### config.mk
export PLATFORM = sky130hd
export DESIGN_NAME = reg_board_seq
export DESIGN_NICKNAME = d
export VERILOG_FILES = /design/src/rtl/reg_board_pkg.sv /design/src/rtl/btn_pulse.sv /design/src/rtl/reg_board_seq.sv
export SDC_FILE = /design/constraint.sdc
export NUM_CORES = 1
export LEC_CHECK = 0
export BUFFER_PORTS_ARGS = -buffer_cell sky130_fd_sc_hd__buf_2
export CAP_MARGIN = 20
export CELL_PAD_IN_SITES_DETAIL_PLACEMENT = 1
export CELL_PAD_IN_SITES_GLOBAL_PLACEMENT = 2
export CORE_UTILIZATION = 27
export DETAILED_ROUTE_END_ITERATION = 12
export GPL_TIMING_DRIVEN = 0
export PLACE_DENSITY = 0.74
export SYNTH_ARGS = -nofsm -noshare
export SYNTH_HDL_FRONTEND = slang
export SYNTH_SLANG_ARGS = --single-unit
### constraint.sdc
create_clock -name clk -period 4.7 [get_ports clk]
set_input_delay 0.47 -clock clk [delete_from_list [all_inputs] [get_ports clk]]
set_output_delay 0.47 -clock clk [all_outputs]
set_load 0.005 [all_outputs]
### src/rtl/reg_board_pkg.sv
// Shared definitions for the register-board sequencer.
// Holds the capture FSM state encoding, the display source codes, the button
// index map and the bit positions of the config fields inside the switch word.
package reg_board_pkg;

  // Capture FSM states; the low two bits of the first four double as the LED step code
  typedef enum logic [2:0] {
    ST_IDLE     = 3'd0,
    ST_GOT_CFG  = 3'd1,
    ST_GOT_DATA = 3'd2,
    ST_READY    = 3'd3,
    ST_COMMIT   = 3'd4
  } state_t;

  // Display source selection codes
  localparam logic [2:0] DISP_A    = 3'd0;
  localparam logic [2:0] DISP_B    = 3'd1;
  localparam logic [2:0] DISP_C    = 3'd2;
  localparam logic [2:0] DISP_R15  = 3'd3;
  localparam logic [2:0] DISP_PC   = 3'd4;
  localparam logic [2:0] DISP_ZERO = 3'd5;

  // Button slots in the debouncer bank
  localparam int BTN_LOAD = 0;
  localparam int BTN_EXEC = 1;
  localparam int BTN_DISP = 2;
  localparam int NUM_BTN  = 3;

  // Config word field positions (LSB of each field)
  localparam int SW_ADDR_A_LSB = 28;
  localparam int SW_ADDR_B_LSB = 23;
  localparam int SW_ADDR_C_LSB = 19;
  localparam int SW_M_LSB      = 12;
  localparam int SW_M_W        = 5;
  localparam int SW_W_ADDR_LSB = 6;
  localparam int SW_WR_REG_BIT = 1;
  localparam int SW_WR_PC_BIT  = 0;

  // Display index advances 0..5 and wraps back to 0
  function automatic logic [2:0] disp_next(input logic [2:0] cur);
    return (cur == DISP_ZERO) ? DISP_A : cur + 3'd1;
  endfunction

endpackage

### src/rtl/btn_pulse.sv
// Button conditioner: 2-FF synchronizer, debounce counter, rising-edge pulse.
// Ports:
//   clk     - clock
//   clr     - asynchronous active-high reset
//   i_btn   - raw, asynchronous button level
//   o_pulse - one-cycle pulse when a debounced press is accepted
module btn_pulse
  import reg_board_pkg::*;
#(
  parameter int unsigned DB_CYCLES = 500000
) (
  input  logic clk,
  input  logic clr,
  input  logic i_btn,
  output logic o_pulse
);

  localparam int CNT_W = $clog2(DB_CYCLES + 1);
  localparam logic [CNT_W-1:0] CNT_LAST = CNT_W'(DB_CYCLES - 1);

  logic             r_sync0;
  logic             r_sync1;
  logic             r_stable;
  logic             r_pulse;
  logic [CNT_W-1:0] r_cnt;

  // The counter only runs while the synchronized level disagrees with the
  // accepted level; any return to agreement (a glitch) restarts it.
  always_ff @(posedge clk or posedge clr) begin
    if (clr) begin
      r_sync0  <= 1'b0;
      r_sync1  <= 1'b0;
      r_stable <= 1'b0;
      r_pulse  <= 1'b0;
      r_cnt    <= '0;
    end else begin
      r_sync0 <= i_btn;
      r_sync1 <= r_sync0;
      r_pulse <= 1'b0;
      if (r_sync1 == r_stable) begin
        r_cnt <= '0;
      end else if (r_cnt == CNT_LAST) begin
        r_stable <= r_sync1;
        r_cnt    <= '0;
        r_pulse  <= r_sync1;  // only an accepted press emits a pulse, not a release
      end else begin
        r_cnt <= r_cnt + 1'b1;
      end
    end
  end

  assign o_pulse = r_pulse;

endmodule

### src/rtl/reg_board_seq.sv
// Button-driven sequencer for a 3-read/1-write register file with PC.
// Three LOAD presses capture a config word, write data and a new PC from the
// switches; an EXEC press in READY issues one-cycle write strobes. A DISPLAY
// press steps the 7-seg source through A, B, C, R15, PC and zero.
// Ports:
//   clk, clr                      - clock, asynchronous active-high reset
//   sw                            - 32-bit switch word
//   btn_load/btn_exec/btn_disp    - raw buttons
//   R_Data_A/B/C, pc_in           - register file read data and current PC
//   R_Addr_A/B/C, M, W_Addr       - captured addresses and mode
//   W_Data, PC_New                - captured write data and PC value
//   Write_Reg, Write_PC           - one-cycle commit strobes
//   load_step                     - LED step code (0..3)
//   disp_sel, disp_data           - display source index and selected word
module reg_board_seq
  import reg_board_pkg::*;
#(
  parameter int          SIZE      = 32,
  parameter int          ADDR      = 4,
  parameter int unsigned DB_CYCLES = 500000
) (
  input  logic            clk,
  input  logic            clr,
  input  logic [31:0]     sw,
  input  logic            btn_load,
  input  logic            btn_exec,
  input  logic            btn_disp,
  input  logic [SIZE-1:0] R_Data_A,
  input  logic [SIZE-1:0] R_Data_B,
  input  logic [SIZE-1:0] R_Data_C,
  input  logic [SIZE-1:0] pc_in,
  output logic [ADDR-1:0] R_Addr_A,
  output logic [ADDR-1:0] R_Addr_B,
  output logic [ADDR-1:0] R_Addr_C,
  output logic [4:0]      M,
  output logic [ADDR-1:0] W_Addr,
  output logic [SIZE-1:0] W_Data,
  output logic [SIZE-1:0] PC_New,
  output logic            Write_Reg,
  output logic            Write_PC,
  output logic [1:0]      load_step,
  output logic [2:0]      disp_sel,
  output logic [SIZE-1:0] disp_data
);

  logic [NUM_BTN-1:0] w_btn_raw;
  logic [NUM_BTN-1:0] w_btn_pulse;
  logic               w_load;
  logic               w_exec;
  logic               w_disp;

  state_t r_state;
  state_t w_state_next;

  logic [ADDR-1:0] r_addr_a;
  logic [ADDR-1:0] r_addr_b;
  logic [ADDR-1:0] r_addr_c;
  logic [4:0]      r_mode;
  logic [ADDR-1:0] r_w_addr;
  logic [SIZE-1:0] r_w_data;
  logic [SIZE-1:0] r_pc_new;
  logic            r_wr_reg;
  logic            r_wr_pc;
  logic [2:0]      r_disp_sel;

  assign w_btn_raw = {btn_disp, btn_exec, btn_load};

  for (genvar gi = 0; gi < NUM_BTN; gi++) begin : g_btn
    btn_pulse #(
      .DB_CYCLES(DB_CYCLES)
    ) u_btn (
      .clk    (clk),
      .clr    (clr),
      .i_btn  (w_btn_raw[gi]),
      .o_pulse(w_btn_pulse[gi])
    );
  end

  // Load has priority: a coincident exec pulse is discarded.
  assign w_load = w_btn_pulse[BTN_LOAD];
  assign w_exec = w_btn_pulse[BTN_EXEC] & ~w_btn_pulse[BTN_LOAD];
  assign w_disp = w_btn_pulse[BTN_DISP];

  // State register
  always_ff @(posedge clk or posedge clr) begin
    if (clr) r_state <= ST_IDLE;
    else     r_state <= w_state_next;
  end

  // Next-state logic; COMMIT always lasts one cycle and ignores buttons
  always_comb begin
    w_state_next = r_state;
    case (r_state)
      ST_IDLE:     if (w_load) w_state_next = ST_GOT_CFG;
      ST_GOT_CFG:  if (w_load) w_state_next = ST_GOT_DATA;
      ST_GOT_DATA: if (w_load) w_state_next = ST_READY;
      ST_READY: begin
        if (w_load)      w_state_next = ST_GOT_CFG;
        else if (w_exec) w_state_next = ST_COMMIT;
      end
      ST_COMMIT:   w_state_next = ST_IDLE;
      default:     w_state_next = ST_IDLE;
    endcase
  end

  // Output logic; strobes are derived from state so reset removes them at once
  always_comb begin
    load_step = 2'd0;
    Write_Reg = 1'b0;
    Write_PC  = 1'b0;
    case (r_state)
      ST_IDLE:     load_step = 2'd0;
      ST_GOT_CFG:  load_step = 2'd1;
      ST_GOT_DATA: load_step = 2'd2;
      ST_READY:    load_step = 2'd3;
      ST_COMMIT: begin
        load_step = 2'd3;
        Write_Reg = r_wr_reg;
        Write_PC  = r_wr_pc;
      end
      default:     load_step = 2'd0;
    endcase
  end

  // Captured fields; READY behaves like IDLE so a fourth load restarts the sequence
  always_ff @(posedge clk or posedge clr) begin
    if (clr) begin
      r_addr_a <= '0;
      r_addr_b <= '0;
      r_addr_c <= '0;
      r_mode   <= '0;
      r_w_addr <= '0;
      r_w_data <= '0;
      r_pc_new <= '0;
      r_wr_reg <= 1'b0;
      r_wr_pc  <= 1'b0;
    end else if (w_load) begin
      case (r_state)
        ST_IDLE, ST_READY: begin
          r_addr_a <= sw[SW_ADDR_A_LSB +: ADDR];
          r_addr_b <= sw[SW_ADDR_B_LSB +: ADDR];
          r_addr_c <= sw[SW_ADDR_C_LSB +: ADDR];
          r_mode   <= sw[SW_M_LSB +: SW_M_W];
          r_w_addr <= sw[SW_W_ADDR_LSB +: ADDR];
          r_wr_reg <= sw[SW_WR_REG_BIT];
          r_wr_pc  <= sw[SW_WR_PC_BIT];
        end
        ST_GOT_CFG:  r_w_data <= SIZE'(sw);
        ST_GOT_DATA: r_pc_new <= SIZE'(sw);
        default: ;
      endcase
    end
  end

  // Display source counter, independent of the capture FSM
  always_ff @(posedge clk or posedge clr) begin
    if (clr)         r_disp_sel <= DISP_A;
    else if (w_disp) r_disp_sel <= disp_next(r_disp_sel);
  end

  always_comb begin
    disp_data = '0;
    case (r_disp_sel)
      DISP_A:    disp_data = R_Data_A;
      DISP_B:    disp_data = R_Data_B;
      DISP_C:    disp_data = R_Data_C;
      DISP_R15:  disp_data = R_Data_C;  // port C is steered to R15 below
      DISP_PC:   disp_data = pc_in;
      DISP_ZERO: disp_data = '0;
      default:   disp_data = '0;
    endcase
  end

  assign R_Addr_A = r_addr_a;
  assign R_Addr_B = r_addr_b;
  assign R_Addr_C = (r_disp_sel == DISP_R15) ? {ADDR{1'b1}} : r_addr_c;
  assign M        = r_mode;
  assign W_Addr   = r_w_addr;
  assign W_Data   = r_w_data;
  assign PC_New   = r_pc_new;
  assign disp_sel = r_disp_sel;

endmodule

Yosys cells after proc, flatten, opt, wreduce, memory -nomap -nowiden
Cells that the tools add are included.
{"block": "op_classes", "add_sub_neg": 4, "n_mul": 0, "div_mod_pow": 0, "magnitude_cmp": 0, "n_eq_ne": 19, "shift": 0, "n_mux": 24, "bitwise_logic": 5, "n_reduce_logical": 12}
{"cell": "one-hot mux 32 bit (4 select lines)", "n": 1}
{"cell": "two-way mux 19 bit", "n": 6}
{"cell": "adder 19 x 1 -> 19 bit, second input constant", "n": 3}
{"cell": "equality test 19 bit, second input constant", "n": 3}
{"cell": "two-way mux 3 bit", "n": 6}
{"cell": "equality test 3 x 2 -> 1 bit, second input constant", "n": 4}
{"cell": "one-hot mux 3 bit (4 select lines)", "n": 1}
{"cell": "AND reduction 2 bit", "n": 6}
{"cell": "equality test 3 bit, second input constant", "n": 3}
{"cell": "two-way mux 1 bit", "n": 8}
{"cell": "equality test 3 x 1 -> 1 bit, second input constant", "n": 2}
{"cell": "zero test 3 bit", "n": 2}
{"cell": "inequality test 2 x 1 -> 1 bit, second input constant", "n": 3}
{"cell": "one-hot mux 2 bit (3 select lines)", "n": 1}
{"cell": "OR reduction 2 bit", "n": 3}
{"cell": "two-way mux 4 bit", "n": 1}
{"cell": "inverter 1 bit", "n": 4}
{"cell": "AND reduction 4 bit", "n": 1}
{"cell": "adder 3 x 1 -> 3 bit, second input constant", "n": 1}
{"cell": "equality test 1 bit", "n": 3}
{"cell": "inequality test 3 x 2 -> 1 bit, second input constant", "n": 1}
{"cell": "bitwise AND 1 bit", "n": 1}
{"block": "totals", "register_bits": 162, "latchBits": 0, "mem_bits_rw": 0, "rom_bits": 0, "in_bits": 165, "out_inout_bits": 124, "wordCells": 90, "memories": 0}

Depth between registers and ports, before layout
{"block": "depth", "ltp_word": 5, "ltp_mapped": 9, "depth_no_buf": 6}

By module
A second synthesis with hierarchy kept.
{"block": "hier_totals", "hier_cells": 699, "area_unflattened_um2": 8340.5}
{"module": "reg_board_seq", "n_inst": 1, "cells_each": 375, "area_per_inst_um2": 4879.7}
{"module": "btn_pulse", "n_inst": 3, "cells_each": 108, "area_per_inst_um2": 1153.6}

Least setup slack after synthesis
Ideal clock, no wire load.
{"block": "synth_path", "kind": "register -> output", "from": "register r_disp_sel[2] (netlist: disp_sel[2])", "to": "output port disp_data[0]", "arrival_time_ns": 2.003, "t_required_ns": 4.230, "path_slack_ns": 2.227, "path_stages_with_launch": 10, "n_path_buf": 3, "cell_sequence": "dfrtp_1 -> clkbuf_1 -> buf_1 -> inv_1 -> ha_1 -> inv_1 -> o31ai_1 -> clkbuf_1 -> nand2_1 -> o21ai_0"}
{"block": "synth_between", "elab_chain_cells": 3}
{"element": "start, declared", "line_no": "reg_board_seq.sv:64", "text": "logic [2:0] r_disp_sel;"}
{"element": "start signal, assigned", "line_no": "reg_board_seq.sv:158", "text": "else if (w_disp) r_disp_sel <= disp_next(r_disp_sel);"}
{"element": "equality test 3 x 2 -> 1 bit", "line_no": "reg_board_seq.sv:163", "text": "case (r_disp_sel)"}
{"element": "OR reduction 2 bit (no source line)"}
{"element": "one-hot mux 32 bit (4 select lines) *", "line_no": "reg_board_seq.sv:163"}
{"element": "end, declared", "line_no": "reg_board_seq.sv:43", "text": "output logic [SIZE-1:0] disp_data"}
Every way passes the cells marked *; elsewhere a longest branch is shown, timed or not.

Worst setup path in the final report
{"block": "layout_path", "from": "register r_disp_sel[2] (netlist: disp_sel[2])", "to": "output port disp_data[11]"}
The elaborated chain is that of the path after synthesis.

==> flow_metrics.env <==
export IMPL_grt_use_total=0.176
export IMPL_power_density_nw_per_um2=293
export IMPL_htree_levels=4
export IMPL_grt_pass1_vias=6982
export IMPL_dpl_cell_area_um2=9790
export IMPL_n_fill_cell=3286
export IMPL_netlist_area_um2=7790
export IMPL_hold_path_class="in2reg"
export IMPL_layout_min_cycle_time_ps=3760
export IMPL_critPathLaunchType="flop"
export IMPL_synth_seq_cells=162
export IMPL_clock_sinks=162
export IMPL_final_area_um2=10400
export IMPL_fmax_mhz=266
export IMPL_total_power_mw=3.05
export IMPL_clock_tree_root_cell="clkbuf_16"
export IMPL_numCtsBuffers=17
export IMPL_coreArea_um2=28100
export IMPL_synth_fp_nets=898
export IMPL_hpwl_um=20400
export IMPL_status="finished clean"
export IMPL_area_growth_pct=33.6
export IMPL_p_leak_nw=5.01
export IMPL_finalSetupViolations=0
export IMPL_synthArstFlopShare=1.00
export IMPL_synth_edf_count=0
export IMPL_top_register="g_btn.u_btn.r_cnt"
export IMPL_tritoncts="built"
export IMPL_maxSlewHeadroom=0.444
export IMPL_clk_latency_ps=440
export IMPL_clockBufferDepth=2
export IMPL_largest_register_ffs=57
export IMPL_seq_area_frac_synth=0.520
export IMPL_die_x_um=172
export IMPL_synthCells=729
export IMPL_synth_ff_type="dfrtp_1"
export IMPL_ios=289
export IMPL_synth_warnings=0
export IMPL_yosys_area_top_type="dfrtp_1"
export IMPL_yosys_area_top_type_share=0.520
export IMPL_holdBufCountCts=0
export IMPL_synthTopCellsByArea="dfrtp_1, mux2_2, mux2i_1"
export IMPL_cts_setup_buffers=0
export IMPL_synth_distinct_cells=46
export IMPL_critical_path_required_ps=4230
export IMPL_rsz0062_at_grt="false"
export IMPL_end_kind="output pin"
export IMPL_routed_wl_um=25800
export IMPL_hold_viol_final=0
export IMPL_ir_worst_vdd_uv=240
export IMPL_cap_violations=0
export IMPL_cts_resized=0
export IMPL_dieArea_um2=29500
export IMPL_drc=0
export IMPL_clkSlewWorstSetupHoldPaths_ps=60
export IMPL_final_max_slew_viol_count=0
export IMPL_worstPathMaxFanout=10
export IMPL_synth_avg_cell_area_um2=10.7
export IMPL_setup_tns_ps=0
export IMPL_fin_crit_sh=0.801
export IMPL_critPathKind="reg2out"
export IMPL_grt_max_degree=42
export IMPL_hold_ws_ps=146
export IMPL_nets=1209
export IMPL_drtAntennaViolNets=0
export IMPL_arrival_ps=3290
export IMPL_worstMarginPinSlew_ps=832
export IMPL_routed_via_count=6637
export IMPL_rows=61
export IMPL_fin_skew_ps=16.4
export IMPL_gr_total_overflow=0
export IMPL_fp_dieH_um=172
export IMPL_first_pass_iters=4
export IMPL_grt_pass1_wl_um=39200
export IMPL_viasPerCell=4.63
export IMPL_wl_per_cell_um=18.0
export IMPL_drt_iter0_drc=257
export IMPL_start_util=0.277
export IMPL_drive_above_1_share=0.411
export IMPL_antenna_found_initial=2
export IMPL_globalplace_congestion=0.789
export IMPL_numPortBuffers=288
[cells by family after synthesis]
group                      Yosys count  synth area share
adders and majority gates            4           0.00643
DFF                                162             0.520
and+or+nand+nor                    242             0.155
AOI/OAI and AO/OA                  110            0.0778
xor gates and xnor gates            38            0.0427
buffers and inverters               51            0.0265
muxes                              122             0.171
[power breakdown]
part           total [mW]  internal, mW  switching [mW]
registers            1.43          1.41          0.0126
logic               0.211         0.102           0.109
clock network        1.41         0.821           0.593
[layout make-up]
class	instances	area, µm²	area share
diodes	2	5.00	0.000481
plain buffers	37	154	0.0148
clock buffers	19	453	0.0435
clock inverters	13	153	0.0147
inverters	14	56.3	0.00541
multi-input cells	516	3530	0.339
flip-flops and latches	162	4050	0.390
well taps	378	473	0.0455
repair buffers	292	1530	0.147
[cells in the final DEF (no fill, tap or decap), types with 3 or more instances in the layout]
| cell | Yosys | layout |
|---|---|---|
| o31ai_1 | 7 | 7 |
| clkinv_4 | 0 | 5 |
| and4_1 | 6 | 6 |
| xnor2_1 | 18 | 18 |
| buf_12 | 0 | 3 |
| buf_2 | 6 | 294 |
| clkbuf_16 | 0 | 17 |
| nand2_1 | 58 | 58 |
| a21oi_1 | 50 | 50 |
| or2_2 | 4 | 4 |
| nor2_1 | 79 | 79 |
| xor2_1 | 20 | 20 |
| nand3_1 | 19 | 19 |
| and3_1 | 7 | 7 |
| clkbuf_1 | 27 | 27 |
| and2_1 | 4 | 4 |
| buf_1 | 3 | 3 |
| o21ai_0 | 44 | 44 |
| inv_1 | 14 | 13 |
| mux2_2 | 90 | 90 |
| ha_1 | 4 | 4 |
| dfrtp_1 | 162 | 162 |
| nand4_1 | 15 | 15 |
| or3_1 | 7 | 7 |
| nor4_1 | 7 | 7 |
| nand2b_1 | 4 | 4 |
| nor3b_1 | 3 | 3 |
| mux2i_1 | 32 | 32 |
| nor3_1 | 7 | 7 |
| or4_1 | 9 | 9 |
[metal layers]
| layer | routed length (µm) | up-vias | track usage | part of all wire |
|---|---|---|---|---|
| met5 | 0 | - | 0 | 0 |
| met4 | 290 | 0 | 0.0546 | 0.011 |
| met3 | 1560 | 20 | 0.0387 | 0.061 |
| met2 | 13600 | 182 | 0.327 | 0.53 |
| met1 | 10300 | 3250 | 0.197 | 0.40 |
| li1 | - | 3185 | - | - |
[synthesized netlist by cell type (2+ instances only)]
| cell type | number |
|---|---|
| nand4bb_1 | 2 |
| clkbuf_1 | 27 |
| or2_2 | 4 |
| and3_1 | 7 |
| dfrtp_1 | 162 |
| nand2_1 | 58 |
| nand3b_1 | 2 |
| nand2b_1 | 4 |
| xor2_1 | 20 |
| a31o_2 | 2 |
| or3_1 | 7 |
| nand3_1 | 19 |
| nor3_1 | 7 |
| nor4_1 | 7 |
| mux2_2 | 90 |
| o21ai_0 | 44 |
| o31ai_1 | 7 |
| buf_1 | 3 |
| mux2i_1 | 32 |
| ha_1 | 4 |
| a21o_1 | 2 |
| a21oi_1 | 50 |
| nand4_1 | 15 |
| nor3b_1 | 3 |
| xnor2_1 | 18 |
| inv_1 | 14 |
| nor2_1 | 79 |
| and4_1 | 6 |
| buf_2 | 6 |
| or4_1 | 9 |
| and2_1 | 4 |
[critical path: stages (launching register included)]
cell      delay, ps
dfrtp_1         390
clkbuf_1        440
buf_1           560
inv_1           130
ha_1            320
inv_1            80
o31ai_1         150
clkbuf_1        300
nand2_1         170
o21ai_0         140
buf_2           170
[stage by stage]
stage	utilization	instances	setup WS [ps]
after global routing	0.370	1433	660
after floorplan	-	729	2170
final	0.370	1433	935
after detailed placement	0.349	1399	1240
after global placement	0.346	1395	983
after CTS	0.370	1431	750
[path summary, 6_finish.rpt]
kind	end	cells past startpoint	slack [ps]	start
hold / removal	g_btn[0].u_btn.r_sync0$_DFF_PP0_	1	150	btn_load
max in group asynchronous	PC_New[19]$_DFFE_PP0P_	5	3370	clr
hold reg to reg	g_btn[0].u_btn.r_sync1$_DFF_PP0_	0	350	g_btn[0].u_btn.r_sync0$_DFF_PP0_
setup / recovery	disp_data[11]	10	940	disp_sel[2]$_DFFE_PP0P_
setup reg to reg	g_btn[2].u_btn.r_cnt[3]$_DFF_PP0_	7	2290	g_btn[2].u_btn.r_cnt[0]$_DFF_PP0_
min in group asynchronous	PC_New[10]$_DFFE_PP0P_	2	200	clr
No activity file was read; power rests on OpenSTA's default activity.
